==> config.mk <==
export PLATFORM = sky130hd
export DESIGN_NAME = sim_status_monitor
export DESIGN_NICKNAME = d
export VERILOG_FILES = /design/src/rtl/sim_status_monitor.sv
export SDC_FILE = /design/constraint.sdc
export NUM_CORES = 1
export LEC_CHECK = 0
export ABC_AREA = 1
export CAP_MARGIN = 30
export CORE_ASPECT_RATIO = 1.1
export CORE_MARGIN = 10
export CORE_UTILIZATION = 40
export CTS_BUF_LIST = sky130_fd_sc_hd__clkbuf_16
export CTS_CLUSTER_SIZE = 24
export DETAILED_ROUTE_END_ITERATION = 10
export PLACE_DENSITY = 0.7
export SYNTH_ARGS = -nofsm -noshare
export SYNTH_HDL_FRONTEND = slang
export SYNTH_SLANG_ARGS = --single-unit
==> constraint.sdc <==
create_clock -name clk -period 2.5 [get_ports clk]
set_clock_uncertainty 0.15 [all_clocks]
set_input_delay 0.375 -clock clk [delete_from_list [all_inputs] [get_ports clk]]
set_output_delay 0.375 -clock clk [all_outputs]
set_load 0.01 [all_outputs]
==> src/rtl/sim_status_monitor.sv <==
// Simulation status monitor: watches retire/writeback/AXI-write activity and
// produces a sticky registered verdict, plus a show-ahead console byte FIFO.
module sim_status_monitor #(
  parameter int          RETIRE_CH    = 2,
  parameter int          WB_CH        = 3,
  parameter int          WB_W         = 64,
  parameter int          BUS_BYTES    = 16,
  parameter int          ADDR_W       = 32,
  parameter logic [31:0] CONSOLE_ADDR = 32'h01FF_FFF0,
  parameter logic [63:0] PASS_VAL     = 64'h4_4433_3222,
  parameter logic [63:0] FAIL_VAL     = 64'h23_8234_8720,
  parameter int          WDOG_WIN     = 50000,
  parameter logic [31:0] MAX_CYCLES   = 32'h300_0000,
  parameter int          FIFO_DEPTH   = 16,
  parameter int          CNT_W        = 32
) (
  input  logic                   clk,
  input  logic                   rst_b,
  input  logic [RETIRE_CH-1:0]   retire,
  input  logic [WB_CH-1:0]       wb_vld,
  input  logic [WB_CH*WB_W-1:0]  wb_data,
  input  logic                   bus_wvalid,
  input  logic                   bus_clk_en,
  input  logic [ADDR_W-1:0]      bus_awaddr,
  input  logic [3:0]             bus_awlen,
  input  logic [BUS_BYTES-1:0]   bus_wstrb,
  input  logic [8*BUS_BYTES-1:0] bus_wdata,
  input  logic                   con_pop,
  output logic [7:0]             con_data,
  output logic                   con_empty,
  output logic                   con_ovf,
  output logic                   done,
  output logic                   pass,
  output logic [1:0]             fail_code,
  output logic [CNT_W-1:0]       cycle_cnt,
  output logic [CNT_W-1:0]       retire_total
);

  localparam int LANES = BUS_BYTES / 4;
  localparam int AW    = $clog2(FIFO_DEPTH);
  localparam int WIN_W = $clog2(WDOG_WIN);
  localparam int POP_W = $clog2(RETIRE_CH + 1);
  localparam logic [WB_W-1:0] PASS_CMP = WB_W'(PASS_VAL);
  localparam logic [WB_W-1:0] FAIL_CMP = WB_W'(FAIL_VAL);

  typedef enum logic {ST_RUN, ST_DONE} state_t;

  state_t                  state_q, state_d;
  logic                    pass_q, pass_d;
  logic [1:0]              code_q, code_d;
  logic [CNT_W-1:0]        cycle_q, cycle_d, cycle_inc;
  logic [CNT_W-1:0]        retire_q, retire_d, retire_sat;
  logic [CNT_W:0]          retire_sum;
  logic [POP_W-1:0]        retire_pop;
  logic [WIN_W-1:0]        wdog_cnt_q, wdog_cnt_d;
  logic                    wdog_flag_q, wdog_flag_d;
  logic                    wdog_wrap, wdog_hit, timeout_hit, any_retire;
  logic [WB_CH-1:0]        s1_vld_q;
  logic [WB_CH*WB_W-1:0]   s1_data_q;
  logic                    pass_hit, fail_hit;

  logic [7:0]              mem [FIFO_DEPTH];
  logic [AW-1:0]           wr_ptr_q, rd_ptr_q;
  logic [AW:0]             count_q;
  logic                    ovf_q;
  logic                    lane_hit, beat_ok, push_req, push_ok, pop_ok, full, drop;
  logic [7:0]              lane_byte;

  // Stage-1 writeback register: magic-value compare works on this copy.
  always_ff @(posedge clk or negedge rst_b) begin
    if (!rst_b) begin
      s1_vld_q  <= '0;
      s1_data_q <= '0;
    end else begin
      s1_vld_q  <= wb_vld;
      s1_data_q <= wb_data;
    end
  end

  always_comb begin
    pass_hit   = 1'b0;
    fail_hit   = 1'b0;
    retire_pop = '0;
    for (int k = 0; k < WB_CH; k++) begin
      if (s1_vld_q[k] && (s1_data_q[k*WB_W +: WB_W] == PASS_CMP)) pass_hit = 1'b1;
      if (s1_vld_q[k] && (s1_data_q[k*WB_W +: WB_W] == FAIL_CMP)) fail_hit = 1'b1;
    end
    for (int k = 0; k < RETIRE_CH; k++) retire_pop = retire_pop + POP_W'(retire[k]);
  end

  assign retire_sum  = {1'b0, retire_q} + (CNT_W+1)'(retire_pop);
  assign retire_sat  = retire_sum[CNT_W] ? '1 : retire_sum[CNT_W-1:0];
  assign cycle_inc   = (&cycle_q) ? cycle_q : cycle_q + CNT_W'(1);
  assign any_retire  = |retire;
  assign wdog_wrap   = (wdog_cnt_q == WIN_W'(WDOG_WIN - 1));
  assign wdog_hit    = wdog_wrap && !(wdog_flag_q || any_retire);
  assign timeout_hit = (cycle_inc == CNT_W'(MAX_CYCLES));

  // Verdict priority: pass > fail value > watchdog > timeout.
  always_comb begin
    state_d     = state_q;
    pass_d      = pass_q;
    code_d      = code_q;
    cycle_d     = cycle_q;
    retire_d    = retire_q;
    wdog_cnt_d  = wdog_cnt_q;
    wdog_flag_d = wdog_flag_q;
    case (state_q)
      ST_RUN: begin
        cycle_d  = cycle_inc;
        retire_d = retire_sat;
        if (wdog_wrap) begin
          wdog_cnt_d  = '0;
          wdog_flag_d = 1'b0;
        end else begin
          wdog_cnt_d  = wdog_cnt_q + WIN_W'(1);
          wdog_flag_d = wdog_flag_q | any_retire;
        end
        if (pass_hit) begin
          state_d = ST_DONE;
          pass_d  = 1'b1;
          code_d  = 2'b00;
        end else if (fail_hit) begin
          state_d = ST_DONE;
          code_d  = 2'b01;
        end else if (wdog_hit) begin
          state_d = ST_DONE;
          code_d  = 2'b10;
        end else if (timeout_hit) begin
          state_d = ST_DONE;
          code_d  = 2'b11;
        end
      end
      ST_DONE: ;
      default: state_d = ST_RUN;
    endcase
  end

  always_ff @(posedge clk or negedge rst_b) begin
    if (!rst_b) begin
      state_q     <= ST_RUN;
      pass_q      <= 1'b0;
      code_q      <= 2'b00;
      cycle_q     <= '0;
      retire_q    <= '0;
      wdog_cnt_q  <= '0;
      wdog_flag_q <= 1'b0;
    end else begin
      state_q     <= state_d;
      pass_q      <= pass_d;
      code_q      <= code_d;
      cycle_q     <= cycle_d;
      retire_q    <= retire_d;
      wdog_cnt_q  <= wdog_cnt_d;
      wdog_flag_q <= wdog_flag_d;
    end
  end

  // A console beat must strobe exactly one aligned 32-bit lane.
  always_comb begin
    lane_hit  = 1'b0;
    lane_byte = 8'h00;
    for (int k = 0; k < LANES; k++) begin
      if (bus_wstrb == (BUS_BYTES'(4'hF) << (4 * k))) begin
        lane_hit  = 1'b1;
        lane_byte = bus_wdata[32*k +: 8];
      end
    end
  end

  assign beat_ok  = bus_wvalid && bus_clk_en && (bus_awlen == 4'd0) &&
                    (bus_awaddr == ADDR_W'(CONSOLE_ADDR));
  assign push_req = beat_ok && lane_hit;
  assign full     = (count_q == (AW+1)'(FIFO_DEPTH));
  assign pop_ok   = con_pop && (count_q != '0);
  assign push_ok  = push_req && (!full || pop_ok);
  assign drop     = push_req && full && !pop_ok;

  always_ff @(posedge clk) begin
    if (push_ok) mem[wr_ptr_q] <= lane_byte;
  end

  always_ff @(posedge clk or negedge rst_b) begin
    if (!rst_b) begin
      wr_ptr_q <= '0;
      rd_ptr_q <= '0;
      count_q  <= '0;
      ovf_q    <= 1'b0;
    end else begin
      if (push_ok) wr_ptr_q <= wr_ptr_q + AW'(1);
      if (pop_ok)  rd_ptr_q <= rd_ptr_q + AW'(1);
      case ({push_ok, pop_ok})
        2'b10:   count_q <= count_q + (AW+1)'(1);
        2'b01:   count_q <= count_q - (AW+1)'(1);
        default: count_q <= count_q;
      endcase
      ovf_q <= ovf_q | drop;
    end
  end

  assign con_empty    = (count_q == '0);
  assign con_data     = con_empty ? 8'h00 : mem[rd_ptr_q];
  assign con_ovf      = ovf_q;
  assign done         = (state_q == ST_DONE);
  assign pass         = pass_q;
  assign fail_code    = code_q;
  assign cycle_cnt    = cycle_q;
  assign retire_total = retire_q;

endmodule

Yosys cells after proc, flatten, opt, wreduce, memory -nomap -nowiden
Memories as Yosys holds them, arrays and structs flattened.
Cells that the tools add are included.

storage, ports and cells
  logic and storage cells = 101
  memory bits (writable) = 128
  output and inout port bits = 78
  input bits = 382
  memories = 1
  register bits = 294

memories
  memory  words  width  read ports  clocked after memory_dff  write ports  RTL line  source
  mem     16     8      1           0                         1            62        logic [7:0] mem [FIFO_DEPTH];

operators by class
  muxes and demuxes = 31
  reductions and logical operators = 29
  $add $sub $neg = 8
  bitwise operators = 3
  eq/ne operators = 16

operators with widths
  cell                     count
  $eq A64 B35 Y1 const B   3
  $eq A64 B38 Y1 const B   3
  $mux W32                 2
  $mux W8                  5
  $add A32 B2 Y33          1
  $add A32 B1 Y32 const B  1
  $eq A16 B16 Y1 const B   2
  $eq A32 B25 Y1 const B   1
  $eq A32 B26 Y1 const B   1
  $reduce_and A32 Y1       1
  $mux W1                  18
  $add A16 B1 Y16 const B  1
  $eq A16 B12 Y1 const B   1
  $eq A16 B4 Y1 const B    1
  $eq A16 B8 Y1 const B    1
  $mux W16                 1
  $logic_and A1 B1 Y1      15
  $pmux W5 S2              1
  $add A4 B1 Y4 const B    2
  $mux W2                  4
  $add A5 B1 Y5 const B    1
  $eq A5 B5 Y1 const B     1
  $logic_not A5 Y1         1
  $reduce_bool A5 Y1       1
  13 further kinds         18

Depth between registers and ports, before layout
Gate-level depths: netlist of the first run.

  depth in word-level cells = 9
  depth in mapped cells = 18
  depth with buffers taken out = 18

Least setup slack after synthesis of the first run
Ideal clock, no wire load.

  kind = input to register
  start point = input retire[0]
  end point = register retire_q[16] (netlist: retire_total[16])
  arrival = 2,378 ps
  library setup time = 128 ps
  slack = -156 ps
  cell stages on the path = 16
  path buffers = 0
  data required time = 2,222 ps
  cells stage by stage = inv_1 -> fa_1 -> inv_1 -> ha_1 -> nand3_1 -> nor2_1 -> nand2_1 -> nor2_1 -> inv_1 -> nor2_1 -> nand3_1 -> nor2_1 -> inv_1 -> nor3_1 -> or2_2 -> nand3_1

between the ends
  word-level cells in the longest chain between the ends = 3

RTL lines
  element               RTL line  source
  from (decl)           19        input logic [RETIRE_CH-1:0] retire,
  $add A1 B1 Y2         88        for (int k = 0; k < RETIRE_CH; k++) retire_pop = retire_pop + POP_W'(retire[k]);
  $add A32 B2 Y33       91        assign retire_sum = {1'b0, retire_q} + (CNT_W+1)'(retire_pop);
  $mux W32              92        assign retire_sat = retire_sum[CNT_W] ? '1 : retire_sum[CNT_W-1:0];
  to (signal assigned)  153       retire_q <= retire_d;
  to (decl)             52        logic [CNT_W-1:0] retire_q, retire_d, retire_sat;

No other way between the ends.
A chain may end at the register's enable or synchronous reset.

Final worst setup path of the first run
  start point = register rd_ptr_q[0]
  end point = output con_data[5]

between the ends
  word-level cells in the longest chain between the ends = 2

RTL lines
  element                 RTL line  source
  from (decl)             63        logic [AW-1:0] wr_ptr_q, rd_ptr_q;
  from (signal assigned)  191       if (pop_ok) rd_ptr_q <= rd_ptr_q + AW'(1);
  $mem_v2 Z16 W8          --
  $mux W8                 202       assign con_data = con_empty ? 8'h00 : mem[rd_ptr_q];
  to (decl)               29        output logic [7:0] con_data,

No other way between the ends.

==> results of run 1 <==
==> routing by layer <==
metal / wire length (µm) / vias up
li1: - / 6992
met1: 21000 / 7073
met4: 1670 / 8
met2: 28300 / 476
met3: 3830 / 105
met5: 43 / -
==> flip-flops by register name, indices dropped and copies added, names as in the netlist, 3 cells and up <==
name	count
s1_data_q	192
wdog_cnt_q	16
retire_total	32
mem	128
s1_vld_q	3
wr_ptr_q	4
cycle_cnt	32
rd_ptr_q	4
count_q	5
==> synth_stat cells <==
cell type    n  share of area [%]
nand2_4      2               0.13
a21oi_1     21               0.60
or2_2        7               0.25
nor3b_1      1              0.043
nor3_2       1              0.057
o21ai_1      2              0.057
nor2_4       7               0.45
inv_2        6               0.13
buf_2        3              0.086
nand2_2      6               0.21
nand4_1     73                2.6
nand3b_1    22               0.94
nand2_1    268                5.7
fa_1         2               0.23
ha_1        11               0.79
o2bb2ai_1    1              0.050
a21o_1       1              0.043
and3b_1      1              0.050
nand3_2      3               0.17
a21boi_1     1              0.043
buf_6        2               0.13
a31o_2       1              0.050
inv_1      144                3.1
nor4_1      32                1.1
o21ai_0    110                3.1
a31oi_1     16               0.57
clkinv_1     3              0.064
edfxtp_1   128                 22
nor3_1      22               0.63
a21oi_2      1              0.050
clkbuf_1    30               0.64
nor2_8       1               0.11
nor2_2      13               0.46
buf_1        2              0.043
nor2_1     315                6.8
dfrtp_1    294                 42
nand3_1    121                3.5
o22ai_1     10               0.36
buf_4        1              0.043
or2_1        1              0.036
xnor2_1     11               0.55
o221ai_1    22                1.1
xor2_1      17               0.85
mux2i_1      1              0.057
==> through the flow <==
step / cells / setup slack, ns / cell area [µm²] / util [%]
detailed placement: 2754 / -0.715 / 22700 / 52.4
global route: 2885 / -0.308 / 25300 / 58.5
CTS: 2853 / -0.242 / 24600 / 56.7
global placement: 2754 / -0.646 / 22700 / 52.4
floorplan: 1737 / -0.0228 / 17600 / -
finish: 2887 / -0.250 / 25300 / 58.5
==> critical path, delay by kind of cell, from the launching register on <==
family,cells,cell delay (ns)
buf+inv,4,0.53
compound gates,2,0.42
simple gates,2,0.22
flops,1,0.47
==> path summary, 6_finish.rpt <==
check	from	end	slack [ns]	cells after the start
worst max-delay path	rd_ptr_q[0]	con_data[5]	-0.25	8
worst max register to register	retire_total[0]	retire_total[24]	-0.04	14
min in group asynchronous	rst_b	s1_data_q[183]	0.17	2
max in group asynchronous	rst_b	wdog_cnt_q[11]	1.27	3
worst min-delay path	wb_data[173]	s1_data_q[173]	0.07	1
worst min register to register	pass	pass	0.30	1
==> placed cells by master, fill, tap and decap left out, types with 8 or more instances in the layout <==
master / count
nand3b_1: 22
nor2_4: 23
nor2_1: 289
a31oi_1: 16
clkinv_2: 9
clkdlybuf4s50_1: 350
nand2_2: 22
o221ai_1: 15
o21ai_2: 15
buf_6: 13
nor4_1: 29
dfrtp_2: 15
xor2_1: 17
nand3_2: 11
a21oi_1: 14
buf_12: 9
inv_1: 141
o22ai_2: 8
a21oi_2: 8
clkinv_1: 8
o21ai_0: 74
inv_2: 9
clkbuf_16: 48
dfrtp_1: 279
buf_2: 8
ha_1: 8
nor3_1: 19
nand2_1: 246
xnor2_1: 11
edfxtp_1: 128
o21ai_1: 23
nand3_1: 110
nand4_1: 73
buf_4: 134
nor2_2: 23
==> area by class of cell <==
| type | count | area [µm²] | share of cell area, % |
|---|---|---|---|
| Sequential cell | 422 | 11200 | 44.3 |
| Multi-Input combinational cell | 1125 | 6170 | 24.4 |
| Timing Repair Buffer | 528 | 5130 | 20.2 |
| Clock buffer | 44 | 1100 | 4.35 |
| Tap cell | 574 | 718 | 2.83 |
| Inverter | 153 | 592 | 2.34 |
| Clock inverter | 38 | 400 | 1.58 |
| Antenna cell | 3 | 7.51 | 0.0296 |
==> cells by family after synthesis <==
family / share of synthesized area [%]
adder cells (fa/ha/maj): 1.01
XOR/XNOR: 1.40
AO/OA/AOI/OAI: 6.07
AND/OR/NAND/NOR: 23.3
buffers and inverters: 4.22
multiplexers: 0.0572
flip-flops: 64.0
==> report_power, final <==
part	internal [mW]	leakage, nW	switching, mW
clock	3.90	0.742	2.87
sequential	7.24	4.45	0.0661
combinational	0.446	4.96	0.232
==> repair_timing <==
action                                  4_1_cts  5_1_grt
endpoints found under the setup margin       30       44
hold buffers                                  1        0
buffers inserted                             13       27
pin swaps                                    27       83
cloned                                        3        5
resized for setup                            92      159
endpoints found under the hold margin       104        0
==> summary.md, run 1 <==
| Metric | Value |
|---|---|
| Num CTS Buffers | 44 |
| Cell variety after synth | 44 |
| Clk buf depth | 3 |
| RSZ-0062 raised after global routing | yes |
| CP cell instances | clkinv_4 -> buf_12 -> buf_16 -> nor2_1 -> o221ai_2 -> nand3_2 -> a21oi_2 -> buf_2 |
| Chip height | 239 µm |
| Slew Viols, Final | 0 |
| Post-synthesis cell area | between 0.015 and 0.02 mm² |
| Gr usage total | 20.1% |
| Failing checks | setup timing |
| Max Freq | 0.364 GHz |
| CTS tree | yes |
| Minimum clock period | ~2.7 ns |
| Initial core utilization | 40.4% |
| Wire length per cell | 19.0 µm |
| Final WL | around 55,000 µm |
| Crit end category | output pin |
| Detailed Place HPWL | between 40,000 and 50,000 µm |
| Synthesis-stage register bit count | 422 |
| Final period util | 110% |
| PortBufs | between 300 and 400 |
| Die width | 219 µm |
| Final Setup Violations | 13 |
| Slew HR | a little under two fifths |
| DR vias | 14,700 |
| GR met2 Demand/Resource | a little over a third |
| H-tree depth | 2 |
| Synth Instances | approximately 1,700 |
| Leakage | between 10 and 15 nW |
| Worst VDD drop | 645 µV |
| TritonCTS Sinks | 422 |
| RePlAce Congestion | 0.905 |
| Boundary pin count | 460 |
| Hold Vio Cnt, Final | 0 |
| Hold Worst Slack | 0.0747 ns |
| Met1 Use GR | 22.7% |
| 1st-pass router iterations | 6 |
| Congestion Overflow GR | 0 |
| Worst setup SP type | flop |
| First-pass GRT wire length | 81,700 µm |
| Clock Latency Late Sink | 0.59 ns |
| Critical path's slowest cell | dfrtp_2 |
| Final worst setup slack | -0.250 ns |
| Worst-path clk slew | 0.06 ns |
| Slew @ Worst Pin | 0.916 ns |
| Number of global-route vias before repair | roughly 15,000 |
| Antenna violations before repair | 6 |
| Largest net degree at the start of global routing | 65 |
| Die area | 0.0525 mm² |
| Vias per inst | 5.08 |
| Crit path kind | reg2out |
| Critical path arrival | about 2.2 ns |
| Setup TNS | -1.67 ns |
| Final net count | 2,669 |
| Rows | 80 |
| Slowest stage delay, CP | 0.47 ns |
| Share of layout cells above drive strength 1 | 18.4% |
| ANT nets after route | 0 |
| Crit path max fanout | 8 |
| Hold Path Class | in2reg |
| Status | finished with violations |
| GRT met3 Usage | 5.59% |
| Most used routing layer | met2 |
| Area of the core | 0.0433 mm² |
| Root Driver | clkbuf_16 |
| Synth Warn # | 0 |
| Power consumption | 14.8 mW |
| Sequential area share after synthesis | 64.0% |
| Net Count, Synth | 2,132 |
| DRT iter0 DRCs | approximately 1,100 |
| Power density over the cells | 582 mW/mm² |
| # fillers | 3,545 |
| MaxCap Viol Count | 0 |
| CP Data Required Time | 1.98 ns |
| Synth-to-layout area growth | 44.7% |
| Synthesized area per cell | 10.1 µm² |
| DRC Markers | 0 |
Note: power is estimated with default switching activity, not from simulation.
==> run 2, diff against run 1 <==
==> constraint.sdc (replaced) <==
create_clock -name clk -period 2.5 [get_ports clk]
set_clock_uncertainty 0.15 [all_clocks]
set_input_delay 0.5 -clock clk [delete_from_list [all_inputs] [get_ports clk]]
set_output_delay 0.5 -clock clk [all_outputs]
set_load 0.01 [all_outputs]
==> summary.md, run 2 (synthesis gave the netlist of run 1 again) <==
| Metric | Value |
|---|---|
| Worst setup SP type | flop |
| Boundary pin count | 460 |
| Top Registers | s1_data_q (192), mem (128) |
| PortBufs | 363 |
| Worst-path clk slew | roughly 0.06 ns |
| Root Driver | clkbuf_16 |
| Buf/Inv on CP | 4 |
| Worst path top cell family by delay | buffers and inverters |
| Most frequent CP cell | o21ai_2 |
| Clk buf depth | 3 |
| Critical path's slowest cell | dfrtp_2 |
| Max Freq | 0.352 GHz |
| First-pass GRT wire length | 82,100 µm |
| Slew @ Worst Pin | 0.914 ns |
| Final worst setup slack | -0.340 ns |
| Top reg by flops | s1_data_q |
| Final cell count without fillers | 2,874 |
| Num CTS Buffers | 44 |
| Setup TNS | -5.54 ns |
| Wire length per cell | 19.2 µm |
| Final period util | 114% |
| Commonest non-fill, non-tap cell in the layout | clkdlybuf4s50_1 |
| Slew HR | between 30 and 40% |
| DP Area | 0.0228 mm² |
| Congestion Overflow GR | 0 |
| Status | finished with violations |
| Final Setup Violations | 37 |
| Worst r2r src | retire_total[0] |
| Antenna violations before repair | 3 |
| Detailed Place HPWL | 40,300 µm |
| Die width | 219 µm |
| ANT nets after route | 0 |
| Chip height | 239 µm |
| Post-layout utilization of the core | 58.3% |
| DR vias | between 10,000 and 15,000 |
| Slew Viols, Final | 0 |
| Minimum clock period | ~2.8 ns |
| Worst R2R Path Depth | 18 |
| Crit path kind | reg2out |
| Vias per inst | ~5.1 |
| Hold Vio Cnt, Final | 0 |
| Rows | 80 |
| DRT iter0 DRCs | between 1,000 and 1,500 |
| Crit end category | output pin |
| Area of the core | ~0.043 mm² |
| Clock Latency Late Sink | 0.58 ns |
| Diodes inserted | 0 |
| DP Cell Count | 2,752 |
| Reg-to-reg slack, setup | -0.21 ns |
| Gr usage total | around a fifth |
| 1st-pass router iterations | 5 |
| Most frequent cells in the layout | clkdlybuf4s50_1, nor2_1, dfrtp_1 |
| Critical path arrival | 2.19 ns |
| Die area | 0.0525 mm² |
| MaxCap Viol Count | 0 |
| Max reg flops | 192 |
| Failing checks | setup timing |
| Share of layout cells above drive strength 1 | about 18% |
| # fillers | 3,505 |
| Hold Path Depth | 1 |
| Synth-to-layout area growth | 44.2% |
| Slowest stage delay, CP | 0.44 ns |
| Worst VDD drop | 544 µV |
| Crit path max fanout | 17 |
| Hold EP | s1_data_q[50] |
| Leakage | 10.1 nW |
| R2r endpoint | retire_total[4] |
| CTS tree | yes |
| Final net count | around 2,700 |
| RSZ-0062 raised after global routing | yes |
| Largest net degree at the start of global routing | 72 |
| TritonCTS Sinks | 422 |
| Final WL | 55,300 µm |
| Hold Worst Slack | between 0.2 and 0.25 ns |
| CP cell instances | buf_12 -> buf_6 -> clkbuf_16 -> o21ai_2 -> o22ai_2 -> o21ai_2 -> a21oi_2 -> buf_2 |
| Hold Path Class | in2reg |
| RePlAce Congestion | 0.917 |
| H-tree depth | 2 |
| Design area | 0.0252 mm² |
| Power density over the cells | 563 mW/mm² |
| Number of global-route vias before repair | 14,900 |
| Initial core utilization | 40.4% |
| DRC Markers | 0 |
| CP Data Required Time | 1.85 ns |
| Worst hold start | wb_data[50] |
==> run 2: stage by stage <==
stage | setup WS [ns] | total power, mW
after global routing | -0.446 | 14.7
final | -0.340 | 14.2
after detailed placement | -0.879 | 8.12
after global placement | -0.840 | 8.11
after CTS | -0.351 | 14.4
after floorplan | -0.158 | 7.49
==> run 2: timing repair <==
item	in CTS	in global routing
pin swaps	33	56
setup buffers	19	22
gates resized for setup	98	165
setup endpoints to repair	40	74
cloned	3	4
hold buffers	1	0
hold endpoints to repair	41	0
==> run 2: how the worst max path moves through the flow <==
stage	endpoint	slack, ns	from	cells past startpoint
floorplan	retire_total[16]	-0.16	retire[1]	16
global placement	retire_total[16]	-0.84	retire[1]	17
detailed placement	retire_total[16]	-0.88	retire[1]	17
CTS	con_data[4]	-0.35	rd_ptr_q[0]	8
global route	con_data[1]	-0.45	rd_ptr_q[0]	10
finish	con_data[7]	-0.34	rd_ptr_q[0]	8
==> run 2: cell type report <==
class	count	area, µm²	area share (%)
tap	574	718	2.84
clock inverter	34	249	0.986
sequential	422	11200	44.4
multi-input combinational	1125	6200	24.5
clock buffer	44	1100	4.36
timing repair buffer	522	5160	20.5
inverter	153	597	2.36
==> run 2: routing by layer <==
metal / up-vias / global-route usage [%] / routed length, µm
met3: 102 / 5.56 / 4140
met1: 7088 / 23.2 / 21000
met5: - / 0 / 42
met2: 564 / 35.1 / 28500
li1: 6949 / - / -
met4: 6 / 6.52 / 1520
==> run 2: where the power goes <==
group          switching (mW)  internal, mW  total, mW  leakage (nW)
combinational           0.236         0.445      0.681          4.97
clock                    2.70          3.51       6.22         0.709
sequential             0.0669          7.24       7.31          4.45
total                    3.01          11.2       14.2          10.1
